## src/rtl/reg_file_pkg.sv

```systemverilog
// -----------------------------------------------------------------------------
// reg_file_pkg
// Shared types and constants for the architectural register file.
//
// Optional feature macro used by this slice: RF_COMMIT_BYPASS_EN
//   (forwards a same-cycle, tag-matching commit to the read ports).
//
// Contents:
//   DATA_W_DEF / ROB_IDX_W_DEF : default widths for the register file
//   NUM_REGS                   : architectural register count (x0..x31)
//   word_t, rob_id_t, reg_idx_t: data word, ROB tag, register index
//   REG_ZERO                   : index of the hardwired-zero register
//   reg_state_e                : per-register rename state (the busy bit)
//   is_arch_reg()              : true for writable registers (x1..x31)
// -----------------------------------------------------------------------------
package reg_file_pkg;

  localparam int DATA_W_DEF    = 32;
  localparam int ROB_IDX_W_DEF = 4;
  localparam int NUM_REGS      = 32;

  typedef logic [DATA_W_DEF-1:0]    word_t;
  typedef logic [ROB_IDX_W_DEF-1:0] rob_id_t;
  typedef logic [4:0]               reg_idx_t;

  localparam reg_idx_t REG_ZERO = 5'd0;

  // Each register's busy bit is a two-state machine:
  //   FREE    -> PENDING on issue
  //   PENDING -> FREE    on tag-matching commit or clear
  //   PENDING -> PENDING on re-issue (retag)
  // The state register is exposed by the top as o_dbg_busy.
  typedef enum logic {
    REG_FREE    = 1'b0,
    REG_PENDING = 1'b1
  } reg_state_e;

  function automatic logic is_arch_reg(input reg_idx_t idx);
    return idx != REG_ZERO;
  endfunction

endpackage

```

## src/rtl/reg_file_if.sv

```systemverilog
// -----------------------------------------------------------------------------
// reg_file_if
// Dispatcher/ROB facing bus of the register file.
//
// Signal groups:
//   read   : rs1_addr/rs2_addr in; rsX_val, rsX_busy, rsX_tag out
//   issue  : issue_en, issue_rd, issue_rob_id
//   commit : commit_en, commit_rd, commit_val, commit_rob_id
//   flush  : clear
//
// Handshake: there is no backpressure. issue_en, commit_en and clear are
// single-cycle qualifiers; a qualified request is consumed on every rising
// clock edge where the top-level rdy input is high and is ignored (not
// queued) when rdy is low. Read outputs are combinational and always valid.
//
// Modports: master = dispatcher/ROB side, slave = register file.
// -----------------------------------------------------------------------------
interface reg_file_if
  import reg_file_pkg::*;
#(
  parameter int DATA_W    = DATA_W_DEF,
  parameter int ROB_IDX_W = ROB_IDX_W_DEF
);

  reg_idx_t               rs1_addr;
  reg_idx_t               rs2_addr;
  logic [DATA_W-1:0]      rs1_val;
  logic [DATA_W-1:0]      rs2_val;
  logic                   rs1_busy;
  logic                   rs2_busy;
  logic [ROB_IDX_W-1:0]   rs1_tag;
  logic [ROB_IDX_W-1:0]   rs2_tag;

  logic                   issue_en;
  reg_idx_t               issue_rd;
  logic [ROB_IDX_W-1:0]   issue_rob_id;

  logic                   commit_en;
  reg_idx_t               commit_rd;
  logic [DATA_W-1:0]      commit_val;
  logic [ROB_IDX_W-1:0]   commit_rob_id;

  logic                   clear;

  modport master (
    output rs1_addr, rs2_addr,
    input  rs1_val, rs2_val, rs1_busy, rs2_busy, rs1_tag, rs2_tag,
    output issue_en, issue_rd, issue_rob_id,
    output commit_en, commit_rd, commit_val, commit_rob_id,
    output clear
  );

  modport slave (
    input  rs1_addr, rs2_addr,
    output rs1_val, rs2_val, rs1_busy, rs2_busy, rs1_tag, rs2_tag,
    input  issue_en, issue_rd, issue_rob_id,
    input  commit_en, commit_rd, commit_val, commit_rob_id,
    input  clear
  );

endinterface

```

## src/rtl/reg_file_read_port.sv

```systemverilog
// -----------------------------------------------------------------------------
// rf_read_port
// One combinational read port of the register file: looks up value, busy
// bit and producer tag for i_addr, forces x0 to zero, and (when
// RF_COMMIT_BYPASS_EN is defined) forwards a same-cycle commit whose ROB id
// matches the register's current producer tag.
//
// Ports:
//   i_addr                      register index to read
//   i_val_arr/i_busy_vec/i_tag_arr  registered state of all 32 registers
//   i_commit_* (bypass build)   commit bus for forwarding
//   o_val, o_busy, o_tag        lookup result
// -----------------------------------------------------------------------------
module rf_read_port
  import reg_file_pkg::*;
#(
  parameter int DATA_W    = DATA_W_DEF,
  parameter int ROB_IDX_W = ROB_IDX_W_DEF
) (
  input  reg_idx_t              i_addr,
  input  logic [DATA_W-1:0]     i_val_arr [NUM_REGS],
  input  logic [NUM_REGS-1:0]   i_busy_vec,
  input  logic [ROB_IDX_W-1:0]  i_tag_arr [NUM_REGS],
`ifdef RF_COMMIT_BYPASS_EN
  input  logic                  i_commit_en,
  input  reg_idx_t              i_commit_rd,
  input  logic [DATA_W-1:0]     i_commit_val,
  input  logic [ROB_IDX_W-1:0]  i_commit_rob_id,
`endif
  output logic [DATA_W-1:0]     o_val,
  output logic                  o_busy,
  output logic [ROB_IDX_W-1:0]  o_tag
);

`ifdef RF_COMMIT_BYPASS_EN
  logic w_bypass_hit;

  // Forward only when the retiring instruction is the register's current
  // producer; an older producer of a retagged register must not clear busy.
  assign w_bypass_hit = i_commit_en
                     && is_arch_reg(i_addr)
                     && (i_commit_rd == i_addr)
                     && (i_commit_rob_id == i_tag_arr[i_addr]);
`endif

  always_comb begin
    o_val  = '0;
    o_busy = 1'b0;
    o_tag  = '0;
    if (is_arch_reg(i_addr)) begin
      o_val  = i_val_arr[i_addr];
      o_busy = i_busy_vec[i_addr];
      o_tag  = i_tag_arr[i_addr];
`ifdef RF_COMMIT_BYPASS_EN
      if (w_bypass_hit) begin
        o_val  = i_commit_val;
        o_busy = 1'b0;
      end
`endif
    end
  end

endmodule

```

## src/rtl/reg_file.sv

```systemverilog
// -----------------------------------------------------------------------------
// reg_file
// Architectural register file with per-register rename status for the
// out-of-order core. The dispatcher reads operands plus producer ROB tags and
// marks destinations pending on issue; the ROB retires values in program
// order and flushes all pending marks on a misprediction (clear).
//
// Optional feature: define RF_COMMIT_BYPASS_EN to forward a same-cycle,
// tag-matching commit straight to the read ports. Without it, reads reflect
// registered state only.
//
// Ports:
//   clk         rising-edge clock
//   rst         asynchronous active-low reset
//   rdy         global enable; low holds all state (reads stay valid)
//   bus         reg_file_if.slave: read ports, issue, commit, clear
//   o_dbg_busy  per-register busy (FREE/PENDING) state vector, bit 0 = x0
// -----------------------------------------------------------------------------
module reg_file
  import reg_file_pkg::*;
#(
  parameter int DATA_W    = DATA_W_DEF,
  parameter int ROB_IDX_W = ROB_IDX_W_DEF
) (
  input  logic                 clk,
  input  logic                 rst,
  input  logic                 rdy,
  reg_file_if.slave            bus,
  output logic [NUM_REGS-1:0]  o_dbg_busy
);

  // x0 entries are reset and never written, so they read as constant zero.
  logic [DATA_W-1:0]     r_val [NUM_REGS];
  logic [ROB_IDX_W-1:0]  r_tag [NUM_REGS];
  logic [NUM_REGS-1:0]   r_busy;

  logic [NUM_REGS-1:0]   w_commit_sel;
  logic [NUM_REGS-1:0]   w_issue_sel;
  logic [NUM_REGS-1:0]   w_tag_match;

  // One-hot decode of commit/issue targets; x0 never selected.
  always_comb begin
    w_commit_sel = '0;
    w_issue_sel  = '0;
    w_tag_match  = '0;
    if (bus.commit_en && is_arch_reg(bus.commit_rd)) begin
      w_commit_sel[bus.commit_rd] = 1'b1;
    end
    if (bus.issue_en && is_arch_reg(bus.issue_rd)) begin
      w_issue_sel[bus.issue_rd] = 1'b1;
    end
    for (int i = 1; i < NUM_REGS; i++) begin
      w_tag_match[i] = (r_tag[i] == bus.commit_rob_id);
    end
  end

  // Update priority per register:
  //   value  : any commit to the register writes it (even under clear,
  //            since the retiring instruction is older than the flush)
  //   busy   : clear > issue (set + retag) > tag-matching commit (release)
  always_ff @(posedge clk or negedge rst) begin
    if (!rst) begin
      r_busy <= '0;
      for (int i = 0; i < NUM_REGS; i++) begin
        r_val[i] <= '0;
        r_tag[i] <= '0;
      end
    end else if (rdy) begin
      for (int i = 1; i < NUM_REGS; i++) begin
        if (w_commit_sel[i]) begin
          r_val[i] <= bus.commit_val;
        end
        if (bus.clear) begin
          r_busy[i] <= 1'b0;
        end else if (w_issue_sel[i]) begin
          r_busy[i] <= 1'b1;
          r_tag[i]  <= bus.issue_rob_id;
        end else if (w_commit_sel[i] && w_tag_match[i]) begin
          r_busy[i] <= 1'b0;
        end
      end
    end
  end

  assign o_dbg_busy = r_busy;

  rf_read_port #(
    .DATA_W    (DATA_W),
    .ROB_IDX_W (ROB_IDX_W)
  ) u_rs1_port (
    .i_addr          (bus.rs1_addr),
    .i_val_arr       (r_val),
    .i_busy_vec      (r_busy),
    .i_tag_arr       (r_tag),
`ifdef RF_COMMIT_BYPASS_EN
    .i_commit_en     (bus.commit_en),
    .i_commit_rd     (bus.commit_rd),
    .i_commit_val    (bus.commit_val),
    .i_commit_rob_id (bus.commit_rob_id),
`endif
    .o_val           (bus.rs1_val),
    .o_busy          (bus.rs1_busy),
    .o_tag           (bus.rs1_tag)
  );

  rf_read_port #(
    .DATA_W    (DATA_W),
    .ROB_IDX_W (ROB_IDX_W)
  ) u_rs2_port (
    .i_addr          (bus.rs2_addr),
    .i_val_arr       (r_val),
    .i_busy_vec      (r_busy),
    .i_tag_arr       (r_tag),
`ifdef RF_COMMIT_BYPASS_EN
    .i_commit_en     (bus.commit_en),
    .i_commit_rd     (bus.commit_rd),
    .i_commit_val    (bus.commit_val),
    .i_commit_rob_id (bus.commit_rob_id),
`endif
    .o_val           (bus.rs2_val),
    .o_busy          (bus.rs2_busy),
    .o_tag           (bus.rs2_tag)
  );

endmodule

```

## src/flat_wrapper.sv

```systemverilog
// flat-port wrapper written by rule: the top's interface ports become plain ports
module reg_file_flat import reg_file_pkg::*;
#(
  parameter int DATA_W    = DATA_W_DEF,
  parameter int ROB_IDX_W = ROB_IDX_W_DEF
)
  (clk, rst, rdy, o_dbg_busy, bus_rs1_addr, bus_rs2_addr, bus_rs1_val, bus_rs2_val, bus_rs1_busy, bus_rs2_busy, bus_rs1_tag, bus_rs2_tag, bus_issue_en, bus_issue_rd, bus_issue_rob_id, bus_commit_en, bus_commit_rd, bus_commit_val, bus_commit_rob_id, bus_clear);
  reg_file_if #(.DATA_W(DATA_W), .ROB_IDX_W(ROB_IDX_W)) bus_i ();
  input  logic clk;
  input  logic rst;
  input  logic rdy;
  output logic [NUM_REGS-1:0] o_dbg_busy;
  input wire logic [$bits(bus_i.rs1_addr)-1:0] bus_rs1_addr;
  input wire logic [$bits(bus_i.rs2_addr)-1:0] bus_rs2_addr;
  output wire logic [$bits(bus_i.rs1_val)-1:0] bus_rs1_val;
  output wire logic [$bits(bus_i.rs2_val)-1:0] bus_rs2_val;
  output wire logic [$bits(bus_i.rs1_busy)-1:0] bus_rs1_busy;
  output wire logic [$bits(bus_i.rs2_busy)-1:0] bus_rs2_busy;
  output wire logic [$bits(bus_i.rs1_tag)-1:0] bus_rs1_tag;
  output wire logic [$bits(bus_i.rs2_tag)-1:0] bus_rs2_tag;
  input wire logic [$bits(bus_i.issue_en)-1:0] bus_issue_en;
  input wire logic [$bits(bus_i.issue_rd)-1:0] bus_issue_rd;
  input wire logic [$bits(bus_i.issue_rob_id)-1:0] bus_issue_rob_id;
  input wire logic [$bits(bus_i.commit_en)-1:0] bus_commit_en;
  input wire logic [$bits(bus_i.commit_rd)-1:0] bus_commit_rd;
  input wire logic [$bits(bus_i.commit_val)-1:0] bus_commit_val;
  input wire logic [$bits(bus_i.commit_rob_id)-1:0] bus_commit_rob_id;
  input wire logic [$bits(bus_i.clear)-1:0] bus_clear;
  assign bus_i.rs1_addr = bus_rs1_addr;
  assign bus_i.rs2_addr = bus_rs2_addr;
  assign bus_rs1_val = bus_i.rs1_val;
  assign bus_rs2_val = bus_i.rs2_val;
  assign bus_rs1_busy = bus_i.rs1_busy;
  assign bus_rs2_busy = bus_i.rs2_busy;
  assign bus_rs1_tag = bus_i.rs1_tag;
  assign bus_rs2_tag = bus_i.rs2_tag;
  assign bus_i.issue_en = bus_issue_en;
  assign bus_i.issue_rd = bus_issue_rd;
  assign bus_i.issue_rob_id = bus_issue_rob_id;
  assign bus_i.commit_en = bus_commit_en;
  assign bus_i.commit_rd = bus_commit_rd;
  assign bus_i.commit_val = bus_commit_val;
  assign bus_i.commit_rob_id = bus_commit_rob_id;
  assign bus_i.clear = bus_clear;
  reg_file #(.DATA_W(DATA_W), .ROB_IDX_W(ROB_IDX_W)) u_core (.clk(clk), .rst(rst), .rdy(rdy), .bus(bus_i), .o_dbg_busy(o_dbg_busy));
endmodule
```

## config.mk

```make
export PLATFORM = sky130hd
export DESIGN_NAME = reg_file_flat
export DESIGN_NICKNAME = d
export VERILOG_FILES = /design/src/rtl/reg_file_pkg.sv /design/src/rtl/reg_file_if.sv /design/src/rtl/reg_file_read_port.sv /design/src/rtl/reg_file.sv /design/src/flat_wrapper.sv
export SDC_FILE = /design/constraint.sdc
export NUM_CORES = 2
export LEC_CHECK = 0
export BUFFER_PORTS_ARGS = -buffer_cell sky130_fd_sc_hd__buf_2
export CAP_MARGIN = 20
export CORE_MARGIN = 5
export CORE_UTILIZATION = 45
export CTS_CLUSTER_DIAMETER = 80
export DETAILED_ROUTE_END_ITERATION = 10
export SLEW_MARGIN = 20
export SYNTH_ARGS = -nofsm -noshare
export SYNTH_HDL_FRONTEND = slang
export SYNTH_HIERARCHICAL = 1
export SYNTH_SLANG_ARGS = --single-unit
```

## constraint.sdc

```tcl
create_clock -name clk -period 1.4 [get_ports clk]
set_input_delay 0 -clock clk [delete_from_list [all_inputs] [get_ports clk]]
set_output_delay 0 -clock clk [all_outputs]
set_load 0.005 [all_outputs]
```

==> results.cfg <==
[floorplan]
die_area_sq_mm = 0.151
initial_core_util = 0.454
core_area_sq_mm = 0.142
dieWidth_um = 388
io_pins = 172
fp.dieH_um = 388
num_rows = 138

[clocking]
clkTransAtPathRegs_ps = 60
cts_tree = built
clk_latency_ps = 780
ctsLongestPathBuffers = 3
h-tree-depth = 4
clock_sinks = 1147
cts_root_buffer = clkbuf_16
cts_buffers = 134

[routing]
drt-pass1-iter-count = 5
vias = 45400
vias_per_cell = 6.33
routed_wirelength_mm = 231
drtAntennaViolNets = 0
avgRoutedWirePerCell_um = 32.2
drc = 0
drt_iter0_markers = 3983

[grt]
grt_pass1_vias = 47200
grtUsageTotal = 0.304
gr-total-overflow = 0
grt_max_degree = 69
grt_pass1_wl_mm = 338
antenna_found_initial = 4

[sta]
finalSetupViolations = 108
fin_crit_sh = 1.78
max_clock_freq_ghz = 0.402
slew_viol_final = 0
fin_crit_ps = 2490
setup_slack_ps = -1090
clock_skew_ps = 20.1
hold_viol_final = 0
maxSlewHeadroom = 0.365
worstMarginPinSlew_ps = 952
rsz0062_at_grt = yes
hold_ws_ps = 46.6

[logic_synthesis]
syn-cell-area_sq_mm = 0.0645
syn_inst = 4369
ys.flop_type = dfrtp_1
synth_xor_area_frac = 0.0168
synthMuxAreaShare = 0.412
synth_edf_count = 0
synth-warning-count = 80
yosys.area_share.simple = 0.0258
post-synth-top-area-cell = dfrtp_1
ys_seq_elements = 1147
yosysTopAreaCellShare = 0.445
async_flop_share = 1.00
avgSynthCellArea_sq_um = 14.8
yosysUniqueCellTypes = 59
synthAdderAreaFrac = 0
synth_common_cells = mux2_2, dfrtp_1, mux4_2
synth_area_leaders = dfrtp_1, mux2_2, mux4_2, mux2i_1, buf_6
synth_top_family_by_area = multiplexers
synth_compound_area_frac = 0.0562
ys_seq_area_frac = 0.445
synth_most_common_cell = mux2_2

[run]
cap_violations = 0

[min_path]
worstHoldPathType = primary input to flop
whs_path_depth = 5

[worst_setup_path]
cpLargestDelayFamily = multiplexers
endpoint_kind = primary output
critPathRequiredTime_ps = 1400
timing.critical_path.buf_inv = 1
crit_fanout = 3
start_kind = flop
critPathArrivalTime_ps = 2490
worst-path-stages = 5
crit_chain = mux4_2 -> mux2_4 -> o21ai_4 -> a311oi_2 -> buf_2
crit_slowest_cell = mux4_2
worstSetupPathType = flop to primary output
r2r.worst_path.cells = 5
slowest_delay_ps = 490

[place]
place_congestion = 0.951
post-dp-hpwl_mm = 154
dp.cells = 6835
placed_area_sq_mm = 0.0743
io_buffers = 170

[power]
p_leak_nw = 36.8
p_per_area_mw_per_mm2 = 1180
ir_drop_v = 0.00115
finalPower_mw = 96.8

[final_layout]
postLayoutCellArea_sq_mm = 0.0820
drive_gt1_frac = 0.621
fin_nets = 5228
final_cells = 7163
area_growth_pct = 27.2
fin_util = 0.578

[outcome]
violations = negative setup slack
status = complete, but fails checks
timing repair:
item                                    CTS  global route
endpoints found under the hold margin  2294           136
pin swaps                                75            42
hold buffers                             64             4
gates cloned                              0             1
setup endpoints to repair               115           702
gates resized for setup                 369           139
setup buffers                            27            22
cell type report:
cell class	count	area, sq um
fill	11300	59900
multi-input combinational	2822	35200
sequential	1147	28700
timing repair buffer	1054	11000
clock buffer	193	3990
tap	1890	2360
clock inverter	53	697
inverter	3	16.3
antenna	1	2.50
stage by stage:
stage | worst slack, ps | TNS [ps]
after global placement | -929 | -201340
final | -1090 | -72250
after floorplan | -1.42 | -42.5
after detailed placement | -916 | -204620
after CTS | -1100 | -85660
after global routing | -1110 | -78350
kinds of logic (layout without fill, tap and decap cells):
| kind of cell | after synthesis | after routing |
|---|---|---|
| DFF | 1147 | 1147 |
| other | 1 | 76 |
| muxes | 1856 | 1856 |
| xor gates and xnor gates | 124 | 124 |
| buffers and inverters | 474 | 1303 |
| AOI/OAI and AO/OA | 469 | 469 |
| and+or+nand+nor | 298 | 298 |
layout by cell type, fill, tap and decap left out, drive strengths merged, types with 6 or more instances in the layout:
cell type and instances:
xor2 53, nor4 12, a31o 9, dlygate4sd3 62, mux4 518, clkbuf 196
bufinv 14, mux2 1190, dfrtp 1147, nand2 89, o211ai 11, a21oi 6
nand2b 8, o21ai 136, o2111ai 18, mux2i 148, nand4 20, a211oi 74
xnor2 71, nand3 6, clkinv 30, buf 988, a311oi 74, nor2 43
a221oi 56, inv 8, and2 6, a22oi 74, conb 75, nor2b 80
report_power, final:
| group | switching [mW] | total (mW) | internal, mW |
|---|---|---|---|
| Sequential | 3.06 | 40.4 | 37.3 |
| Combinational | 8.20 | 19.1 | 10.9 |
| Clock | 14.9 | 37.4 | 22.5 |
registers in the layout, indices dropped and copies added (netlist names):
name / cells
u_core/r_tag: 124
u_core/r_val: 992
u_core/o_dbg_busy: 31
worst min-delay path, stage by stage:
cell,delay (ps)
buf_2,100
and4bb_2,250
buf_4,150
nand2_2,130
mux2_2,170
per-layer routing:
| layer | global-route usage | wire length [um] | vias to the layer above |
|---|---|---|---|
| li1 | - | - | 18500 |
| met1 | 0.414 | 94000 | 24400 |
| met2 | 0.486 | 109000 | 1920 |
| met3 | 0.0537 | 16900 | 526 |
| met4 | 0.121 | 10400 | 6 |
| met5 | 0 | 36 | - |
worst paths after layout:
kind,slack [ps],endpoint,startpoint
setup / recovery,-1090,bus_rs1_tag[3],u_core/r_tag[115]$_DFFE_PN0P_
hold / removal,50,u_core/r_tag[108]$_DFFE_PN0P_,bus_issue_rd[3]
setup reg to reg,-50,u_core/o_dbg_busy[31]$_DFFE_PN0P_,u_core/r_tag[2]$_DFFE_PN0P_
hold reg to reg,510,u_core/r_val[109]$_DFFE_PN0P_,u_core/r_val[109]$_DFFE_PN0P_
max in group asynchronous,210,u_core/r_tag[117]$_DFFE_PN0P_,rst
min in group asynchronous,490,u_core/r_val[542]$_DFFE_PN0P_,rst
No activity file was read; power rests on OpenSTA's default activity.
